==> src/rtl/zstd_header_writer.sv <==
// Zstandard frame header writer.
// Packs magic, FHD, optional WD, DID and FCS fields into an 18-byte buffer
// when start is accepted. It then streams the buffer two bytes per beat,
// little-endian, with valid/ready handshaking.
module zstd_header_writer #(
  parameter logic [31:0] MAGIC = 32'hFD2FB528
) (
  input  logic        clk,
  input  logic        reset,
  input  logic        start,
  input  logic        single_segment,
  input  logic        content_checksum,
  input  logic [1:0]  dict_id_flag,
  input  logic [1:0]  fcs_flag,
  input  logic [7:0]  window_descriptor,
  input  logic [31:0] dictionary_id,
  input  logic [63:0] frame_content_size,
  input  logic        out_ready,
  output logic        out_valid,
  output logic [15:0] data_out,
  output logic [1:0]  byte_valid,
  output logic        busy,
  output logic        done,
  output logic [4:0]  header_bytes
);

  typedef enum logic [1:0] {IDLE, EMIT, DONE} state_t;

  state_t         state, state_next;
  logic [143:0]   buffer;
  logic [4:0]     idx;
  logic           last_beat;

  logic [143:0]   hdr_next;
  logic [4:0]     len_next;
  logic [7:0]     fhd;
  logic [2:0]     did_len;
  logic [3:0]     fcs_len;
  logic [31:0]    did_val;
  logic [63:0]    fcs_val;
  logic [7:0]     off;

  // Assemble the header image; optional fields are OR-ed in at a running byte offset
  always_comb begin
    fhd = {fcs_flag, single_segment, 2'b00, content_checksum, dict_id_flag};

    unique case (dict_id_flag)
      2'd0:    begin did_len = 3'd0; did_val = '0; end
      2'd1:    begin did_len = 3'd1; did_val = {24'h0, dictionary_id[7:0]}; end
      2'd2:    begin did_len = 3'd2; did_val = {16'h0, dictionary_id[15:0]}; end
      default: begin did_len = 3'd4; did_val = dictionary_id; end
    endcase

    // 2-byte FCS carries a -256 bias; no range checking on the raw size
    unique case (fcs_flag)
      2'd0: begin
        fcs_len = single_segment ? 4'd1 : 4'd0;
        fcs_val = single_segment ? {56'h0, frame_content_size[7:0]} : '0;
      end
      2'd1:    begin fcs_len = 4'd2; fcs_val = {48'h0, frame_content_size[15:0] - 16'd256}; end
      2'd2:    begin fcs_len = 4'd4; fcs_val = {32'h0, frame_content_size[31:0]}; end
      default: begin fcs_len = 4'd8; fcs_val = frame_content_size; end
    endcase

    off      = 8'd40;
    hdr_next = {104'h0, fhd, MAGIC};
    if (!single_segment) begin
      hdr_next = hdr_next | ({136'h0, window_descriptor} << off);
      off      = off + 8'd8;
    end
    hdr_next = hdr_next | ({112'h0, did_val} << off);
    off      = off + {2'b00, did_len, 3'b000};
    hdr_next = hdr_next | ({80'h0, fcs_val} << off);

    len_next = 5'd5 + {4'b0, ~single_segment} + {2'b00, did_len} + {1'b0, fcs_len};
  end

  assign last_beat = ({1'b0, idx} + 6'd2) >= {1'b0, header_bytes};

  // State register
  always_ff @(posedge clk or posedge reset) begin
    if (reset) state <= IDLE;
    else       state <= state_next;
  end

  // Buffer, byte pointer and header length capture
  always_ff @(posedge clk or posedge reset) begin
    if (reset) begin
      buffer       <= '0;
      idx          <= '0;
      header_bytes <= '0;
    end else if (state == IDLE && start) begin
      buffer       <= hdr_next;
      idx          <= '0;
      header_bytes <= len_next;
    end else if (state == EMIT && out_ready && !last_beat) begin
      idx <= idx + 5'd2;
    end
  end

  // Next-state logic
  always_comb begin
    state_next = state;
    unique case (state)
      IDLE:    if (start) state_next = EMIT;
      EMIT:    if (out_ready && last_beat) state_next = DONE;
      default: state_next = IDLE;
    endcase
  end

  // Output decode; data is a pure function of state and pointer so it holds under stall
  always_comb begin
    out_valid  = (state == EMIT);
    busy       = (state == EMIT);
    done       = (state == DONE);
    data_out   = '0;
    byte_valid = '0;
    if (state == EMIT) begin
      if (({1'b0, idx} + 6'd1) == {1'b0, header_bytes}) begin
        data_out   = {8'h00, buffer[{idx, 3'b000} +: 8]};
        byte_valid = 2'b01;
      end else begin
        data_out   = buffer[{idx, 3'b000} +: 16];
        byte_valid = 2'b11;
      end
    end
  end

endmodule

==> config.mk <==
export PLATFORM = sky130hd
export DESIGN_NAME = zstd_header_writer
export DESIGN_NICKNAME = d
export VERILOG_FILES = /design/src/rtl/zstd_header_writer.sv
export SDC_FILE = /design/constraint.sdc
export NUM_CORES = 1
export LEC_CHECK = 0
export BUFFER_PORTS_ARGS = -buffer_cell sky130_fd_sc_hd__buf_4
export CELL_PAD_IN_SITES_DETAIL_PLACEMENT = 0
export CELL_PAD_IN_SITES_GLOBAL_PLACEMENT = 1
export CORE_MARGIN = 4
export CORE_UTILIZATION = 48
export CTS_CLUSTER_SIZE = 28
export DETAILED_ROUTE_END_ITERATION = 7
export PLACE_DENSITY = 0.89
export SETUP_SLACK_MARGIN = 0.4
export SKIP_LAST_GASP = 1
export SLEW_MARGIN = 0
export SYNTH_ARGS = -nofsm -noshare
export SYNTH_HDL_FRONTEND = slang
export SYNTH_SLANG_ARGS = --single-unit
==> constraint.sdc <==
create_clock -name clk -period 8.4 [get_ports clk]
set_clock_uncertainty 0.1 [all_clocks]
set_input_delay 1.26 -clock clk [delete_from_list [all_inputs] [get_ports clk]]
set_output_delay 1.26 -clock clk [all_outputs]
set_load 0.01 [all_outputs]
==> impl_metrics.env, run 1 <==
export IMPL_outcome="finished clean"
export IMPL_num_rows=54
export IMPL_avgViaCountPerCell=7.135
export IMPL_hp_class="flip-flop to flip-flop"
export IMPL_grt_max_degree=91
export IMPL_area_growth_pct=15.17
export IMPL_intPower_w=0.002124
export IMPL_synth_fp_nets=1433
export IMPL_clock_fmax_mhz=203.8
export IMPL_num_antenna_cells=0
export IMPL_setup_violations=0
export IMPL_power_density_nw_per_um2=293.5
export IMPL_cts_htree_levels=4
export IMPL_ys_seq_elements=137
export IMPL_gp_congestion=1.027
export IMPL_yosysWarnings=0
export IMPL_power_total_w=0.003668
export IMPL_wl_um=46780
export IMPL_regToRegSetupSlack_ns=5.44
export IMPL_core_area_um2=22030
export IMPL_drv_cap=0
export IMPL_dieArea_um2=25080
export IMPL_post_cts_buffers=0
export IMPL_holdWs_ns=0.3721
export IMPL_crit_arrival_ns=5.16
export IMPL_ir_drop_mv=0.1353
export IMPL_fin_tns_setup_ns=0
export IMPL_ys_seq_area_share_pct=31.59
export IMPL_pwr_share_comb_pct=48.7
export IMPL_numCtsBuffers=17
export IMPL_r2r_cells=7
export IMPL_ant_nets=0
export IMPL_synth_common_cells="nand2_1, dfrtp_1, o21ai_0"
export IMPL_drive_gt1_share_pct=19.47
export IMPL_slew_viol_final=0
export IMPL_cts_resized=0
export IMPL_critical_path_class="input pin to flip-flop"
export IMPL_p_sw_share_pct=42.09
export IMPL_power_leakage_nw=5.270
export IMPL_die_y_um=158.4
export IMPL_min_to="buffer[31]$_DFFE_PP0P_"
export IMPL_holdBufCountCts=0
export IMPL_synth_flop_cell="dfrtp_1"
export IMPL_via_count=11780
export IMPL_design_area_um2=12500
export IMPL_syn_inst=1302
export IMPL_worst_setup_path_start_kind="input pin"
export IMPL_nets=1489
export IMPL_critical_path_max_fanout=39
export IMPL_synth_distinct_cells=83
export IMPL_required_ns=8.66
export IMPL_worstHoldStart="buffer[31]$_DFFE_PP0P_"
export IMPL_min_period_ns=4.906
export IMPL_synth_area_um2=10850
export IMPL_synth_edf_count=0
export IMPL_grt_pass1_wl_um=69830
export IMPL_clk_latency_ns=0.43
export IMPL_start_util_pct=49.27
export IMPL_grt_setup_unrepaired="no"
export IMPL_rr_startpoint="state[0]$_DFFE_PP0P_"
export IMPL_final_util_pct=56.75
export IMPL_end_kind="flip-flop"
export IMPL_clk_pin_slew_ns=0.07
export IMPL_grt_pass1_vias=10923
export IMPL_yosys_top_cells_area="dfrtp_1, nand2_1, o21ai_0, mux2i_1, a21oi_1"
export IMPL_io_pins=140
export IMPL_io_buffers=139
export IMPL_hold_viol=0
export IMPL_place_hpwl_um=33920
export IMPL_dieWidth_um=158.4
export IMPL_syn_area_per_cell_um2=8.336
export IMPL_holdPathStages=1
export IMPL_netlist_top_cell_by_area="dfrtp_1"
export IMPL_dpl_cell_area_um2=11920
export IMPL_dr_pass1_iters=8
export IMPL_relSlewSlack_pct=20.00
export IMPL_power_share_clock_pct=21.0
export IMPL_p_sw_w=0.001544
export IMPL_tightest_slew_ns=1.193
export IMPL_antenna_found_initial=0
export IMPL_r2r_end="buffer[119]$_DFFE_PP0P_"
export IMPL_period_share_pct=58.41
export IMPL_seqPwrFrac_pct=30.4
export IMPL_async_flop_share_pct=100.0
export IMPL_clockRootBuffer="clkbuf_16"
export IMPL_synth_top_cell_area_share_pct=31.59
export IMPL_clock_sinks=137
export IMPL_drt_iter0_markers=1962
export IMPL_clk_path_buf_depth=2
export IMPL_cts_tree="built"
export IMPL_yosysMostFrequentCell="nand2_1"
export IMPL_grt_usage_pct=37.06
export IMPL_drc_errors=0
export IMPL_grt_overflow=0
export IMPL_routedWlPerCell_um=28.34
==> cell usage in the layout (no fill, tap or decap), drive strengths merged, types with 15 or more instances in the layout <==
master    n
nand3    34
o22ai    24
ha       15
dfrtp   137
o221ai   23
a21o     16
a22o     16
a221oi   18
o211ai   23
mux2i    48
a22oi    24
a31oi    25
nor2     82
clkbuf   22
a21oi    86
buf     161
nand2   152
nor2b    15
and2     29
and3     20
o21ai   105
mux2     33
inv      28
a221o    17
o31ai    15
a211oi   20
nor3     15
==> power by group through the flow <==
stage	sequential [W]	clock (W)	combinational (W)
floorplan	0.00105	0	0.00117
global placement	0.00110	0	0.00171
detailed placement	0.00111	0	0.00173
CTS	0.00110	0.000764	0.00174
global route	0.00114	0.000793	0.00192
finish	0.00111	0.000769	0.00179
==> per-layer routing <==
layer | share of wire (%) | global-route usage (%)
met5 | 0 | 0
met4 | 4.0 | 12.59
met3 | 15 | 11.50
met2 | 40 | 51.89
met1 | 41 | 54.20
==> final cells by class <==
| cell class | instances | area, um^2 |
|---|---|---|
| Multi-Input combinational cell | 1014 | 6822 |
| Inverter | 27 | 106.4 |
| Clock inverter | 10 | 118.9 |
| Clock buffer | 22 | 464.2 |
| Sequential cell | 137 | 3430 |
| Tap cell | 280 | 350.3 |
| Fill cell | 2060 | 9527 |
| Timing Repair Buffer | 161 | 1209 |
==> worst max-delay path by stage <==
stage | endpoint | from | slack (ns) | cells after the start
after floorplan | buffer[0]$_DFFE_PP0P_ | reset | 3.37 | 1
after global placement | buffer[119]$_DFFE_PP0P_ | single_segment | 3.33 | 10
after detailed placement | buffer[119]$_DFFE_PP0P_ | single_segment | 3.19 | 10
after CTS | buffer[119]$_DFFE_PP0P_ | single_segment | 3.62 | 10
after global routing | buffer[119]$_DFFE_PP0P_ | single_segment | 3.29 | 10
final | buffer[119]$_DFFE_PP0P_ | single_segment | 3.49 | 10
==> logic make-up (layout without fill, tap and decap cells) <==
| group | after synthesis | count (layout) | synth area share [%] |
|---|---|---|---|
| DFF | 137 | 137 | 31.59 |
| buffers and inverters | 151 | 220 | 5.799 |
| adders and majority gates | 17 | 17 | 2.098 |
| muxes | 94 | 94 | 10.55 |
| AOI/OAI and AO/OA | 495 | 495 | 31.74 |
| and+or+nand+nor | 399 | 399 | 17.50 |
| xor gates and xnor gates | 9 | 9 | 0.7263 |
==> critical path, stage by stage <==
cell and delay [ns]:
buf_4 0.41, ha_1 0.33, inv_1 0.08, fa_2 0.66
buf_4 0.37, nor4bb_1 0.94, and3_1 0.52, a21oi_1 0.15
a31o_2 0.28, a31oi_1 0.13
==> per-stage QoR <==
stage	cells	worst slack (ns)
finish	1651	3.494
global route	1651	3.289
CTS	1651	3.618
detailed placement	1619	3.189
global placement	1619	3.329
floorplan	1302	3.372
==> state kept, by name, indices dropped and copies added, names as in the netlist <==
signal	cells
buffer	126
header_bytes	5
idx	4
state	2
(Power assumes the default switching activity.)
==> run 2, diff against run 1 <==
Settings changed: ABC_AREA set to 1, CORE_UTILIZATION 48 to 38, PLACE_DENSITY 0.89 to 0.8.
Clock period 8.4 ns to 4.5 ns, I/O delays scaled along.
==> run 2 against run 1 <==
Against the previous run: flip-flop and latch count did not move; hold slack got worse by 0.11 ns; clock power rose by 120%; synthesized cell count rose by 26%; area after synthesis fell by 0.95%; largest power group unchanged.
==> impl_metrics.env, run 2 <==
export IMPL_outcome="finished clean"
export IMPL_clk_path_buf_depth=2
export IMPL_hold_viol=0
export IMPL_routedWlPerCell_um=21.46
export IMPL_grt_pass1_vias=11003
export IMPL_final_common_cell="nand2_1"
export IMPL_nets=1835
export IMPL_grt_pass1_wl_um=68280
export IMPL_top_register="buffer"
export IMPL_syn_area_per_cell_um2=6.531
export IMPL_clock_fmax_mhz=282.0
export IMPL_cp_depth=7
export IMPL_ff_latch_area_um2=3430
export IMPL_drive_gt1_share_pct=13.80
export IMPL_slew_viol_final=0
export IMPL_cts_resized=0
export IMPL_avgViaCountPerCell=5.795
export IMPL_synth_common_cells="nand2_1, nand3_1, dfrtp_1"
export IMPL_p_sw_share_pct=45.18
export IMPL_critical_path_class="flip-flop to output pin"
export IMPL_clk_pin_slew_ns=0.07
export IMPL_pwr_share_comb_pct=50.0
export IMPL_grt_setup_unrepaired="no"
export IMPL_critPathSlowestCell="dfrtp_2"
export IMPL_yosysMostFrequentCell="nand2_1"
export IMPL_async_flop_share_pct=100.0
export IMPL_intPower_w=0.004160
export IMPL_min_period_ns=3.546
export IMPL_period_share_pct=78.79
export IMPL_grt_usage_pct=28.46
export IMPL_ant_nets=0
export IMPL_met2_usage_pct=36.37
export IMPL_synth_top_family_by_area="simple AND/OR/NAND/NOR gates"
export IMPL_ir_drop_mv=0.2311
export IMPL_numCtsBuffers=17
export IMPL_yosys_top_cells_area="dfrtp_1, nand2_1, nand3_1, o21ai_0, a21oi_1"
export IMPL_netlist_top_cell_by_area="dfrtp_1"
export IMPL_holdWs_ns=0.2665
export IMPL_rr_startpoint="state[1]$_DFFE_PP0P_"
export IMPL_preCtsSetupSlack_ns=0.8402
export IMPL_holdBufCountCts=0
export IMPL_drc_errors=0
export IMPL_grt_max_degree=115
export IMPL_ys_seq_elements=137
export IMPL_power_share_clock_pct=22.3
export IMPL_num_rows=61
export IMPL_clock_sinks=137
export IMPL_drt_iter0_markers=1653
export IMPL_path_delay_family="buffers and inverters"
export IMPL_top_regs="buffer (126), header_bytes (5), idx (4)"
export IMPL_tightest_slew_ns=0.9398
export IMPL_ys_seq_area_share_pct=31.89
export IMPL_synth_fp_nets=1777
export IMPL_io_buffers=139
export IMPL_synth_area_um2=10750
export IMPL_wl_um=44960
export IMPL_power_density_nw_per_um2=604.0
export IMPL_synthAdderAreaFrac_pct=2.118
export IMPL_post_cts_buffers=0
export IMPL_r2r_cells=7
export IMPL_critical_path_max_fanout=48
export IMPL_hp_class="input pin to async pin"
export IMPL_synthSimpleGateAreaFrac_pct=35.34
export IMPL_num_antenna_cells=0
export IMPL_seqPwrFrac_pct=27.8
export IMPL_setup_violations=0
export IMPL_synth_top_cell_area_share_pct=31.89
export IMPL_cts_tree="built"
export IMPL_crit_buf_inv=3
export IMPL_dieWidth_um=176.2
export IMPL_syn_inst=1646
export IMPL_synth_edf_count=0
export IMPL_fin_tns_setup_ns=0
export IMPL_antenna_found_initial=0
export IMPL_fill_cells=2905
export IMPL_area_growth_pct=16.86
export IMPL_relSlewSlack_pct=37.34
export IMPL_grt_overflow=0
export IMPL_io_pins=140
export IMPL_synth_distinct_cells=48
export IMPL_start_util_pct=38.59
export IMPL_use_met1_pct=45.44
export IMPL_gp_congestion=0.9401
export IMPL_die_y_um=176.2
export IMPL_dr_pass1_iters=6
export IMPL_power_leakage_nw=5.881
export IMPL_r2r_end="buffer[64]$_DFFE_PP0P_"
export IMPL_max_stage_delay_ns=0.52
export IMPL_largest_reg_flops=126
export IMPL_clk_latency_ns=0.42
export IMPL_required_ns=3.72
export IMPL_top_usage_layer="met1"
export IMPL_place_hpwl_um=31950
export IMPL_path_cells="inv_1, buf_4, nand2_1, a22oi_1, nand2_1, a221oi_1, buf_4"
export IMPL_multi_input_area_um2=6312
export IMPL_cts_htree_levels=4
export IMPL_via_count=12141
export IMPL_synth_compound_area_share_pct=20.16
export IMPL_end_kind="output pin"
export IMPL_fin_ws_ns=0.9543
export IMPL_worst_setup_path_start_kind="flip-flop"
export IMPL_met3_usage_pct=9.143
export IMPL_drv_cap=0
export IMPL_crit_arrival_ns=2.77
export IMPL_synth_flop_cell="dfrtp_1"
export IMPL_clockRootBuffer="clkbuf_16"
export IMPL_synth_xor_xnor_area_share_pct=0.3957
export IMPL_core_area_um2=27860
export IMPL_p_sw_w=0.003428
export IMPL_dieArea_um2=31040
export IMPL_layout_common_cells="nand2_1, nand3_1, buf_4"
export IMPL_yosysWarnings=0
export IMPL_regToRegSetupSlack_ns=1.79
export IMPL_synth_area_mux_share_pct=0.5587
==> run 2: changes by cell type after synthesis, moves of 24 or more <==
cell     delta
nand2_1   +331
nand3_1   +222
inv_1      +65
o21ai_1    +44
mux2i_1    -42
mux2_2     -32
and2_1     -25
o21ai_0    +24
==> run 2: power by group through the flow <==
stage	clock network [W]	registers, W	logic, W
after global routing	0.00175	0.00216	0.00418
after floorplan	0	0.00200	0.00243
final	0.00169	0.00211	0.00379
after global placement	0	0.00210	0.00369
after detailed placement	0	0.00211	0.00371
after CTS	0.00170	0.00209	0.00373
==> run 2: layout make-up <==
cell class / count / area share, %
Clock buffer: 17 / 3.386
Clock inverter: 15 / 2.161
Inverter: 101 / 3.087
Multi-Input combinational cell: 1282 / 50.24
Sequential cell: 137 / 27.30
Tap cell: 378 / 3.765
Timing Repair Buffer: 165 / 10.06
==> run 2: worst max path at each step <==
stage / start / endpoint / slack (ns)
after floorplan: dict_id_flag[1] / header_bytes[4]$_DFFE_PP0P_ / 0.99
after global placement: single_segment / buffer[134]$_DFFE_PP0P_ / 0.86
after detailed placement: single_segment / buffer[134]$_DFFE_PP0P_ / 0.84
after CTS: idx[1]$_DFFE_PP0P_ / data_out[5] / 1.04
after global routing: idx[1]$_DFFE_PP0P_ / data_out[14] / 0.89
final: idx[1]$_DFFE_PP0P_ / data_out[5] / 0.95
==> run 2: routing by layer <==
layer,part of all wire [%],wire [um]
met3,13,5835
met2,38,17130
met1,47,21200
met5,0,0
met4,1.8,792
==> run 2: per-stage QoR <==
stage / total power (W) / util [%] / cell area, um^2 / instances
2_1_floorplan: 0.004424 / - / 10750 / 1646
4_1_cts: 0.007516 / 45.10 / 12560 / 2095
6_report: 0.007588 / 45.10 / 12560 / 2095
3_3_place_gp: 0.005792 / 42.60 / 11870 / 2063
3_5_place_dp: 0.005826 / 42.60 / 11870 / 2063
5_1_grt: 0.008089 / 45.10 / 12560 / 2095
==> run 2: kinds of logic (layout without fill, tap and decap cells) <==
| kind of cell | after synthesis | count (layout) |
|---|---|---|
| AND/OR/NAND/NOR | 878 | 878 |
| buffers and inverters | 227 | 298 |
| XOR/XNOR | 4 | 4 |
| adder cells (fa/ha/maj) | 17 | 17 |
| flip-flops | 137 | 137 |
| AO/OA/AOI/OAI | 377 | 377 |
| multiplexers | 6 | 6 |
